<file path="src/rtl/wb_simple_master_if.sv">
// Classic Wishbone bus bundle between a single initiator and its slaves.
interface wb_simple_master_if;
  logic [31:0] p_wb_ADR_O;
  logic [31:0] p_wb_DAT_O;
  logic [31:0] p_wb_DAT_I;
  logic [3:0]  p_wb_SEL_O;
  logic        p_wb_WE_O;
  logic        p_wb_CYC_O;
  logic        p_wb_STB_O;
  logic        p_wb_LOCK_O;
  logic        p_wb_ACK_I;
  logic        p_wb_ERR_I;
  logic        p_wb_RTY_I;

  modport master (
    output p_wb_ADR_O, p_wb_DAT_O, p_wb_SEL_O, p_wb_WE_O,
           p_wb_CYC_O, p_wb_STB_O, p_wb_LOCK_O,
    input  p_wb_DAT_I, p_wb_ACK_I, p_wb_ERR_I, p_wb_RTY_I
  );

  modport slave (
    input  p_wb_ADR_O, p_wb_DAT_O, p_wb_SEL_O, p_wb_WE_O,
           p_wb_CYC_O, p_wb_STB_O, p_wb_LOCK_O,
    output p_wb_DAT_I, p_wb_ACK_I, p_wb_ERR_I, p_wb_RTY_I
  );
endinterface

</file>
<file path="src/rtl/wb_simple_master.sv">
// Single-transfer Wishbone initiator with per-attempt timeout, bounded
// retry on RTY and a status code returned with every completed transfer.
module wb_simple_master #(
  parameter int unsigned TIMEOUT   = 16,
  parameter int unsigned MAX_RETRY = 3
) (
  input  logic        p_clk,
  input  logic        p_resetn,
  input  logic        cmd_valid,
  output logic        cmd_ready,
  input  logic        cmd_we,
  input  logic [31:0] cmd_adr,
  input  logic [31:0] cmd_dat,
  input  logic [3:0]  cmd_sel,
  output logic        rsp_valid,
  output logic [1:0]  rsp_status,
  output logic [31:0] rsp_dat,
  wb_simple_master_if.master wb
);

  localparam int unsigned TW = $clog2(TIMEOUT + 1);
  // A zero-retry build still needs a one-bit counter to keep widths legal.
  localparam int unsigned RW = (MAX_RETRY < 1) ? 1 : $clog2(MAX_RETRY + 1);

  typedef enum logic [1:0] {
    ST_IDLE = 2'd0,
    ST_BUS  = 2'd1,
    ST_GAP  = 2'd2
  } state_t;

  typedef enum logic [1:0] {
    RSP_OK      = 2'd0,
    RSP_ERR     = 2'd1,
    RSP_TIMEOUT = 2'd2,
    RSP_RETRY   = 2'd3
  } rsp_t;

  state_t      state_q, state_d;
  logic [31:0] adr_q, adr_d;
  logic [31:0] dat_q, dat_d;
  logic [3:0]  sel_q, sel_d;
  logic        we_q, we_d;
  logic [TW-1:0] tcnt_q, tcnt_d;
  logic [RW-1:0] rcnt_q, rcnt_d;
  logic        rsp_valid_q, rsp_valid_d;
  logic [1:0]  rsp_status_q, rsp_status_d;
  logic [31:0] rsp_dat_q, rsp_dat_d;

  // State and datapath registers; reset drops CYC/STB at once via state.
  always_ff @(posedge p_clk or negedge p_resetn) begin
    if (!p_resetn) begin
      state_q      <= ST_IDLE;
      adr_q        <= '0;
      dat_q        <= '0;
      sel_q        <= '0;
      we_q         <= 1'b0;
      tcnt_q       <= '0;
      rcnt_q       <= '0;
      rsp_valid_q  <= 1'b0;
      rsp_status_q <= '0;
      rsp_dat_q    <= '0;
    end else begin
      state_q      <= state_d;
      adr_q        <= adr_d;
      dat_q        <= dat_d;
      sel_q        <= sel_d;
      we_q         <= we_d;
      tcnt_q       <= tcnt_d;
      rcnt_q       <= rcnt_d;
      rsp_valid_q  <= rsp_valid_d;
      rsp_status_q <= rsp_status_d;
      rsp_dat_q    <= rsp_dat_d;
    end
  end

  // Next-state, counters and response; terminations resolve ERR > ACK > RTY > timeout.
  always_comb begin
    state_d      = state_q;
    adr_d        = adr_q;
    dat_d        = dat_q;
    sel_d        = sel_q;
    we_d         = we_q;
    tcnt_d       = tcnt_q;
    rcnt_d       = rcnt_q;
    rsp_valid_d  = 1'b0;
    rsp_status_d = rsp_status_q;
    rsp_dat_d    = rsp_dat_q;

    unique case (state_q)
      ST_IDLE: begin
        if (cmd_valid) begin
          adr_d   = cmd_adr;
          dat_d   = cmd_dat;
          sel_d   = cmd_sel;
          we_d    = cmd_we;
          tcnt_d  = '0;
          rcnt_d  = '0;
          state_d = ST_BUS;
        end
      end

      ST_BUS: begin
        if (wb.p_wb_ERR_I) begin
          rsp_valid_d  = 1'b1;
          rsp_status_d = RSP_ERR;
          rsp_dat_d    = '0;
          state_d      = ST_IDLE;
        end else if (wb.p_wb_ACK_I) begin
          rsp_valid_d  = 1'b1;
          rsp_status_d = RSP_OK;
          rsp_dat_d    = we_q ? '0 : wb.p_wb_DAT_I;
          state_d      = ST_IDLE;
        end else if (wb.p_wb_RTY_I) begin
          if (rcnt_q < RW'(MAX_RETRY)) begin
            rcnt_d  = rcnt_q + 1'b1;
            tcnt_d  = '0;
            state_d = ST_GAP;
          end else begin
            rsp_valid_d  = 1'b1;
            rsp_status_d = RSP_RETRY;
            rsp_dat_d    = '0;
            state_d      = ST_IDLE;
          end
        end else begin
          tcnt_d = tcnt_q + 1'b1;
          if (tcnt_q == TW'(TIMEOUT - 1)) begin
            rsp_valid_d  = 1'b1;
            rsp_status_d = RSP_TIMEOUT;
            rsp_dat_d    = '0;
            state_d      = ST_IDLE;
          end
        end
      end

      ST_GAP: begin
        state_d = ST_BUS;
      end

      default: begin
        state_d = ST_IDLE;
      end
    endcase
  end

  // Bus and handshake outputs are decoded from the registered state only.
  always_comb begin
    cmd_ready      = (state_q == ST_IDLE);
    wb.p_wb_CYC_O  = (state_q == ST_BUS);
    wb.p_wb_STB_O  = (state_q == ST_BUS);
    wb.p_wb_LOCK_O = 1'b0;
    wb.p_wb_ADR_O  = adr_q;
    wb.p_wb_DAT_O  = dat_q;
    wb.p_wb_SEL_O  = sel_q;
    wb.p_wb_WE_O   = we_q;
    rsp_valid      = rsp_valid_q;
    rsp_status     = rsp_status_q;
    rsp_dat        = rsp_dat_q;
  end

endmodule

</file>
<file path="src/flat_wrapper.sv">
// flat-port wrapper written by rule: the top's interface ports become plain ports
module wb_simple_master_flat 
#(
  parameter int unsigned TIMEOUT   = 16,
  parameter int unsigned MAX_RETRY = 3
)
  (p_clk, p_resetn, cmd_valid, cmd_ready, cmd_we, cmd_adr, cmd_dat, cmd_sel, rsp_valid, rsp_status, rsp_dat, wb_p_wb_ADR_O, wb_p_wb_DAT_O, wb_p_wb_SEL_O, wb_p_wb_WE_O, wb_p_wb_CYC_O, wb_p_wb_STB_O, wb_p_wb_LOCK_O, wb_p_wb_DAT_I, wb_p_wb_ACK_I, wb_p_wb_ERR_I, wb_p_wb_RTY_I);
  wb_simple_master_if wb_i ();
  input  logic p_clk;
  input  logic p_resetn;
  input  logic cmd_valid;
  output logic cmd_ready;
  input  logic cmd_we;
  input  logic [31:0] cmd_adr;
  input  logic [31:0] cmd_dat;
  input  logic [3:0] cmd_sel;
  output logic rsp_valid;
  output logic [1:0] rsp_status;
  output logic [31:0] rsp_dat;
  output wire logic [$bits(wb_i.p_wb_ADR_O)-1:0] wb_p_wb_ADR_O;
  output wire logic [$bits(wb_i.p_wb_DAT_O)-1:0] wb_p_wb_DAT_O;
  output wire logic [$bits(wb_i.p_wb_SEL_O)-1:0] wb_p_wb_SEL_O;
  output wire logic [$bits(wb_i.p_wb_WE_O)-1:0] wb_p_wb_WE_O;
  output wire logic [$bits(wb_i.p_wb_CYC_O)-1:0] wb_p_wb_CYC_O;
  output wire logic [$bits(wb_i.p_wb_STB_O)-1:0] wb_p_wb_STB_O;
  output wire logic [$bits(wb_i.p_wb_LOCK_O)-1:0] wb_p_wb_LOCK_O;
  input wire logic [$bits(wb_i.p_wb_DAT_I)-1:0] wb_p_wb_DAT_I;
  input wire logic [$bits(wb_i.p_wb_ACK_I)-1:0] wb_p_wb_ACK_I;
  input wire logic [$bits(wb_i.p_wb_ERR_I)-1:0] wb_p_wb_ERR_I;
  input wire logic [$bits(wb_i.p_wb_RTY_I)-1:0] wb_p_wb_RTY_I;
  assign wb_p_wb_ADR_O = wb_i.p_wb_ADR_O;
  assign wb_p_wb_DAT_O = wb_i.p_wb_DAT_O;
  assign wb_p_wb_SEL_O = wb_i.p_wb_SEL_O;
  assign wb_p_wb_WE_O = wb_i.p_wb_WE_O;
  assign wb_p_wb_CYC_O = wb_i.p_wb_CYC_O;
  assign wb_p_wb_STB_O = wb_i.p_wb_STB_O;
  assign wb_p_wb_LOCK_O = wb_i.p_wb_LOCK_O;
  assign wb_i.p_wb_DAT_I = wb_p_wb_DAT_I;
  assign wb_i.p_wb_ACK_I = wb_p_wb_ACK_I;
  assign wb_i.p_wb_ERR_I = wb_p_wb_ERR_I;
  assign wb_i.p_wb_RTY_I = wb_p_wb_RTY_I;
  wb_simple_master #(.TIMEOUT(TIMEOUT), .MAX_RETRY(MAX_RETRY)) u_core (.p_clk(p_clk), .p_resetn(p_resetn), .cmd_valid(cmd_valid), .cmd_ready(cmd_ready), .cmd_we(cmd_we), .cmd_adr(cmd_adr), .cmd_dat(cmd_dat), .cmd_sel(cmd_sel), .rsp_valid(rsp_valid), .rsp_status(rsp_status), .rsp_dat(rsp_dat), .wb(wb_i));
endmodule
</file>
<file path="config.mk">
export PLATFORM = sky130hd
export DESIGN_NAME = wb_simple_master_flat
export DESIGN_NICKNAME = d
export VERILOG_FILES = /design/src/rtl/wb_simple_master_if.sv /design/src/rtl/wb_simple_master.sv /design/src/flat_wrapper.sv
export SDC_FILE = /design/constraint.sdc
export NUM_CORES = 1
export LEC_CHECK = 0
export ABC_AREA = 0
export CORE_ASPECT_RATIO = 0.5
export CORE_MARGIN = 8
export CORE_UTILIZATION = 45
export CTS_CLUSTER_DIAMETER = 30
export DETAILED_ROUTE_END_ITERATION = 8
export PLACE_DENSITY_LB_ADDON = 0.3
export REMOVE_ABC_BUFFERS = 1
export SLEW_MARGIN = 20
export SYNTH_ARGS = -nofsm -noshare
export SYNTH_HDL_FRONTEND = slang
export SYNTH_SLANG_ARGS = --single-unit
</file>
<file path="constraint.sdc">
create_clock -name p_clk -period 4 [get_ports p_clk]
set_input_delay 0.4 -clock p_clk [delete_from_list [all_inputs] [get_ports p_clk]]
set_output_delay 0.4 -clock p_clk [all_outputs]
set_load 0.1 [all_outputs]
</file>
# Word-level counts from Yosys, hierarchy flattened
# Index checks and enable logic that the tools add are counted.
[totals]
ff_bits = 113
latch_bits = 0
ram_bits = 0
mem_bits_ro = 0
inputBits = 107
output_inout_bits = 108
n_memories = 0
[op_classes]
n_addsub = 2
multipliers = 0
n_div = 0
order_cmp = 1
eq_ne = 11
n_shift = 0
mux = 36
bitwise_logic = 0
n_reduce_logical = 8
[op_table]
columns = ["operator", "count"]
rows = [
  ["32-bit two-way mux", 6],
  ["2-bit two-way mux", 16],
  ["5-bit two-way mux", 5],
  ["5-bit case mux with 2 select lines", 1],
  ["1-bit two-way mux", 6],
  ["2-bit inequality test (second input constant)", 3],
  ["2-bit case mux with 3 select lines", 1],
  ["6-bit AND reduction", 1],
  ["5-bit by 1-bit adder with 5-bit output (second input constant)", 1],
  ["5-bit by 4-bit equality test with 1-bit output (second input constant)", 1],
  ["5-bit by 1-bit inequality test with 1-bit output (second input constant)", 1],
  ["5-bit AND reduction", 1],
  ["2-bit by 1-bit inequality test with 1-bit output (second input constant)", 2],
  ["4-bit inequality test (second input constant)", 1],
  ["2-bit case mux with 2 select lines", 1],
  ["2-bit AND reduction", 2],
  ["4-bit nonzero test", 1],
  ["3-bit by 2-bit inequality test with 1-bit output (second input constant)", 1],
  ["3-bit AND reduction", 1],
  ["2-bit by 1-bit adder with 2-bit output (second input constant)", 1],
  ["2-bit by 1-bit equality test with 1-bit output (second input constant)", 1],
  ["2-bit equality test (second input constant)", 1],
  ["2-bit zero test", 1],
  ["2-bit < comparator (second input constant)", 1],
  ["2-bit nonzero test", 1],
]

# Longest topological paths before layout
# Gate-level depths: netlist of run 1.
[depth]
ltp_word = 6
ltp_mapped = 7

# Worst setup path after synthesis of run 1
# Ideal clock, no wire load.
[synth_timing]
path_kind = "register to output"
from = "register u_core.state_q[1]"
to = "output port wb_p_wb_STB_O"
arrival_ns = 1.795
required_ns = 3.600
setup_slack_ns = 1.805
path_stages_with_launch = 5
path_cell_list = "dfrtp_1 -> nand2b_1 -> buf_4 -> inv_1 -> buf_4"
[synth_via]
elab_chain_cells = 1
[synth_rtl]
columns = ["item", "line_no", "text"]
rows = [
  ["start: declaration", "wb_simple_master.sv:38", "state_t state_q, state_d;"],
  ["start signal: assignment", "wb_simple_master.sv:63", "state_q <= state_d;"],
  ["2-bit by 1-bit equality test with 1-bit output", "-", ""],
  ["end: declaration", "flat_wrapper.sv:25", "output wire logic [$bits(wb_i.p_wb_STB_O)-1:0] wb_p_wb_STB_O;"],
]
# Every way passes these cells.

# Worst setup path in the final report of run 1
[layout_timing]
from = "register u_core.state_q[1]"
to = "output port wb_p_wb_STB_O"
[layout_via]
elab_chain_cells = 1
[layout_rtl]
columns = ["item", "line_no", "text"]
rows = [
  ["2-bit by 1-bit equality test with 1-bit output", "wb_simple_master.sv:149", "wb.p_wb_STB_O = (state_q == ST_BUS);"],
]
# Every way passes these cells.

==> key figures, run 1 <==
Run status
  – Outcome: finished, final reports clean

Global routing
  – Largest net degree at the start of global routing: 61
  – Initial antenna violation count: 0
  – GRT Max-Usage Layer: met2
  – Vias in the first global route: 3756
  – Grt met2 use: 0.311
  – M1 GR Usage: 0.195
  – GRT overflow: 0
  – First-pass GRT wire length: 19800 µm
  – GRT Resource Usage Total: 0.178
  – GR Layer Usage met3: 0.0659

Placement
  – Placed instance area: 6920 µm²
  – IO Port Bufs: 213
  – DP HPWL: 8870 µm
  – RePlAce Congestion: 0.771

Floorplanning
  – Die area: 14200 µm²
  – Initial core utilization: 0.463
  – # rows: 26
  – Die Ht: 88.4 µm
  – Die width: 161 µm
  – Core area: 10200 µm²
  – I/O pin total: 215

Clock network
  – CTS Hold Bufs: 0
  – Clock sinks: 113
  – Htree depth: 4
  – CTS max path bufs: 2
  – Setup Fix Bufs, Post-CTS: 0
  – Root buffer cell: clkbuf_16
  – Clk_lat worst skew: 400 ps
  – CTS buffer count: 17
  – Resize count post-CTS: 0
  – CTS tree: yes
  – Clock transition at path regs: 50 ps

Yosys
  – Ys async rst share: 1.00
  – Largest family of logic cells by synthesized area: multiplexers
  – Post-Synth Adder-Cell Area: 0.0106
  – Simple-gate share of the synthesized area: 0.0574
  – Post-synthesis sequential area ratio: 0.600
  – Area share of xor/xnor cells in the synthesized design: 0
  – Prevailing post-synth register cell: dfrtp_1
  – Post-Syn Area: 4710 µm²
  – Avg Cell Area, Syn: 13.6 µm²
  – Post-synth EDFFs: 0
  – Post-synthesis cell count: 347
  – Synth Warn #: 0
  – Post-synthesis mux area share: 0.245
  – Yosys reg bits: 113
  – Distinct cells, synth: 39
  – Synth Area in Compound Gates: 0.0244

STA
  – Unrepaired setup endpoints after global routing: false
  – Worst Skew: 7.66 ps
  – Pins over their slew limit: 0
  – Slew @ Worst Pin: 1030 ps
  – Max Clk Rate: 338 MHz
  – Min Tclk post-route: 2960 ps
  – # setup viols final: 0
  – Final Cycle Share: 0.739
  – Slew margin rel.: 0.313
  – Final Hold Fails: 0
  – Setup TNS: 0 ps

Final layout
  – Final instance area: 7510 µm²
  – Diodes inserted: 0
  – Share of cells above drive strength 1: 0.200
  – Nets@finish: 677
  – Leading cell types in the layout, fill and taps excluded: 212 x clkdlybuf4s50_1, 113 x dfrtp_1, 72 x mux2_2
  – Commonest non-fill, non-tap cell in the layout: clkdlybuf4s50_1
  – Area delta synth->final: 59.4%

Worst setup path
  – Critical Path RT: 3600 ps
  – Crit-path leading delay family: buffers and inverters
  – WS Path Type: reg2out
  – Slowest stage cell, crit path: clkdlybuf4s50_1
  – CP max FO: 8
  – Startpoint Class: flip-flop
  – Nature of the critical path endpoint: output port
  – Max incr delay on CP: 1170 ps
  – Crit-path cells: nand2b_1 > inv_1 > clkdlybuf4s50_1
  – CP bufs+invs: 2
  – CP arrival: 2560 ps

Detailed routing
  – WL/cell: 17.0 µm
  – Post-route DRC: 0
  – Remaining antenna violation count: 0
  – Total wire length: 12200 µm
  – Via/cell ratio: 4.72
  – DRT Pass-1 Iters: 4
  – Initial DRC count: 164
  – Via Count: 3391

Flow run
  – Max Cap Viol: 0

Hold path
  – Worst Hold Class: in2async
kinds of logic (layout without fill, tap and decap cells):
logic type,Yosys count,after routing
buffers and inverters,56,288
adders and majority gates,4,4
DFF,113,113
AOI/OAI and AO/OA,13,13
other,1,1
and+or+nand+nor,55,55
muxes,105,105
worst register-to-register path, delay by kind of cell, from the launching register on:
kind,cells,cell delay [ps]
AO/OA/AOI/OAI,1,140
multiplexers,2,400
flip-flops,1,370
buffers and inverters,1,470
AND/OR/NAND/NOR,1,170
adder cells (fa/ha/maj),2,420
cells in the mapped netlist, types with 2 or more instances:
master	count	area (µm²)
a2111oi_0	2	17.5
buf_6	4	45.0
dfrtp_1	113	2830
mux2_2	72	811
nor4b_1	2	17.5
nor3_1	4	20.0
clkbuf_1	2	7.51
a211o_1	2	17.5
nor2_1	3	11.3
o22ai_1	2	12.5
a22o_2	2	20.0
inv_1	37	139
mux2i_1	32	320
nand2_1	33	124
buf_4	10	75.1
ha_1	4	50.1
final timing paths:
path | start | endpoint | slack [ps] | depth (start not counted)
worst max-delay path | u_core.state_q[1] | wb_p_wb_STB_O | 1040 | 3
worst min-delay path | p_resetn | u_core.rsp_dat[13] | 50 | 1
worst max register to register | u_core.tcnt_q[0] | u_core.rsp_dat[20] | 1950 | 7
worst min register to register | u_core.wb.p_wb_SEL_O[2] | u_core.wb.p_wb_SEL_O[2] | 500 | 1
max in group asynchronous | p_resetn | u_core.wb.p_wb_ADR_O[17] | 3090 | 2
min in group p_clk | u_core.wb.p_wb_SEL_O[2] | u_core.wb.p_wb_SEL_O[2] | 500 | 1
through the flow:
stage | util | std cells | setup slack [ps] | hold WS, ps
floorplan | - | 328 | -2930 | 104
global placement | 0.680 | 687 | 1500 | 487
detailed placement | 0.680 | 687 | 1470 | 494
CTS | 0.737 | 719 | 1020 | 65.4
global route | 0.737 | 719 | 947 | 91.6
finish | 0.737 | 719 | 1040 | 49.7
layout make-up:
class,count,area (µm²)
clock buffer,20,447
clock inverter,12,140
fill,748,2680
inverter,37,139
multi-input combinational,178,1600
sequential,113,2830
tap,140,175
timing repair buffer,219,2170
layer usage:
metal	wire, µm	up-vias	part of all wire
met3	899	15	0.074
met4	182	0	0.015
met2	6200	112	0.51
li1	-	1605	-
met5	0	-	0
met1	4930	1659	0.40
sequential cells by signal (all words and copies together), names as in the netlist:
register	flops
u_core.wb.p_wb_ADR_O	32
u_core.rsp_valid	1
u_core.tcnt_q	5
u_core.rsp_dat	32
u_core.rsp_status	2
u_core.wb.p_wb_DAT_O	32
u_core.rcnt_q	2
u_core.state_q	2
u_core.wb.p_wb_WE_O	1
u_core.wb.p_wb_SEL_O	4
Power of run 1 is left out: the tool's default activity adds up to more than one toggle a clock period on the data nets, which glitch-free logic cannot reach.
==> run 2, diff against run 1 <==
- CORE_UTILIZATION: 45 -> 38
- clock period: 4 -> 2.71 ns (I/O delays scaled with it)
==> key figures, run 2 (same netlist as run 1, synthesis figures left out) <==
Placement
  – Pre-CTS WS: 694 ps (-779 ps)
  – IO Port Bufs: 213 (unchanged)
  – DP HPWL: 9370 µm (+5.7%)
  – RePlAce Congestion: 0.765 (-0.78%)

Clock network
  – CTS tree: yes
  – Htree depth: 4 (unchanged)
  – Clock transition at path regs: 50 ps (about the same)
  – Clock sinks: 113 (unchanged)
  – Resize count post-CTS: 0 (unchanged)
  – CTS max path bufs: 2 (unchanged)
  – CTS buffer count: 17 (unchanged)
  – Setup Fix Bufs, Post-CTS: 0 (unchanged)
  – Root buffer cell: clkbuf_16
  – Clk_lat worst skew: 400 ps (about the same)
  – CTS Hold Bufs: 1 (+1)

Worst setup path
  – CP max FO: 8 (unchanged)
  – WS Path Type: reg2out
  – Nature of the critical path endpoint: output port
  – RR Endpoint: u_core.rsp_status[0]
  – Startpoint Class: flip-flop
  – FF-to-FF path depth: 6 (-1)
  – Internal reg-to-reg setup slack: 860 ps (-1090 ps)
  – Critical Path RT: 2440 ps (-1160 ps)
  – CP arrival: 1790 ps (-770 ps)
  – Worst r2r src: u_core.tcnt_q[0]

STA
  – Worst Skew: 9.20 ps (+1.55 ps)
  – Final Cycle Share: 0.762
  – Hold Slack: 312 ps (+263 ps)
  – Pins over their slew limit: 0 (unchanged)
  – Final Hold Fails: 0 (unchanged)
  – Setup TNS: 0 ps (unchanged)
  – # setup viols final: 0 (unchanged)
  – Unrepaired setup endpoints after global routing: false
  – Min Tclk post-route: 2070 ps
  – Setup slack after layout: 644 ps (-398 ps)
  – Max Clk Rate: 484 MHz

Detailed routing
  – DRT Pass-1 Iters: 4 (unchanged)
  – Initial DRC count: 234 (+43%)
  – Via/cell ratio: 4.61 (-2.3%)
  – Total wire length: 12800 µm (+4.4%)
  – WL/cell: 17.1 µm (+0.90%)
  – Post-route DRC: 0 (unchanged)
  – Remaining antenna violation count: 0 (unchanged)
  – Via Count: 3427 (+1.1%)

Final layout
  – Multi-input logic area: 1600 µm² (unchanged)
  – Register area: 2830 µm² (unchanged)
  – Diodes inserted: 0 (unchanged)
  – Leading cell types in the layout, fill and taps excluded: 113 x dfrtp_1, 111 x buf_4, 105 x clkdlybuf4s50_1
  – Share of cells above drive strength 1: 0.385 (+0.185)
  – Nets@finish: 678 (+0.15%)
  – Area delta synth->final: 56.0%
  – Commonest non-fill, non-tap cell in the layout: dfrtp_1
  – Fillcell total: 981 (+31%)

Floorplanning
  – Die area: 16400 µm² (+16%)
  – Initial core utilization: 0.394 (-0.0683)
  – Die width: 173 µm (+7.9%)
  – I/O pin total: 215 (unchanged)
  – Core area: 11900 µm² (+17%)
  – Die Ht: 94.7 µm (+7.2%)
  – # rows: 28 (+7.7%)

Global routing
  – Initial antenna violation count: 0 (unchanged)
  – GRT Resource Usage Total: 0.154 (-0.0234)
  – GRT overflow: 0 (unchanged)
  – First-pass GRT wire length: 19900 µm (+0.63%)
  – Vias in the first global route: 3733 (-0.61%)
  – Largest net degree at the start of global routing: 64 (+4.9%)

Flow run
  – Max Cap Viol: 0 (unchanged)

Run status
  – Outcome: finished, final reports clean

Hold path
  – Worst Hold Class: in2async
## run 2: cell count changes in the layout (fill, tap and decap cells not counted), sizes merged
cell	delta
buf	+107
bufinv	+1
clkdlybuf4s50	-107
clkinv	-1
clkinvlp	-1
dlygate4sd3	+1
## run 2: worst max path at each step
| stage | from | endpoint |
|---|---|---|
| 6_report | u_core.state_q[1] | wb_p_wb_CYC_O |
| 5_1_grt | u_core.state_q[1] | wb_p_wb_CYC_O |
| 4_1_cts | u_core.state_q[1] | wb_p_wb_CYC_O |
| 3_5_place_dp | cmd_valid | u_core.tcnt_q[2] |
| 3_3_place_gp | cmd_valid | u_core.tcnt_q[2] |
| 2_1_floorplan | u_core.state_q[0] | u_core.tcnt_q[0] |
## run 2: metrics by stage
stage | instance area [µm²] | util | std cells
global placement | 6720 | 0.563 | 712
CTS | 7350 | 0.615 | 744
detailed placement | 6720 | 0.563 | 712
floorplan | 4560 | - | 328
finish | 7350 | 0.615 | 744
global route | 7350 | 0.615 | 744
## run 2: worst max-delay path, cell delays in order, from the launching register on
cell	delay, ps
dfrtp_1	450
nand2b_1	330
inv_1	270
buf_4	340
## run 2: area by class of cell
type | count | share of cell area
multi-input combinational | 178 | 0.218
tap | 165 | 0.0281
clock buffer | 20 | 0.0621
timing repair buffer | 220 | 0.266
clock inverter | 11 | 0.0220
sequential | 113 | 0.385
inverter | 37 | 0.0189
## run 2: metal layers
metal,vias up,wire [µm],global-route usage
met2,114,6840,0.278
met4,0,168,0.0663
met5,-,0,0
li1,1607,-,-
met1,1693,5010,0.169
met3,13,737,0.0498
Power of run 2 is left out for the same reason.
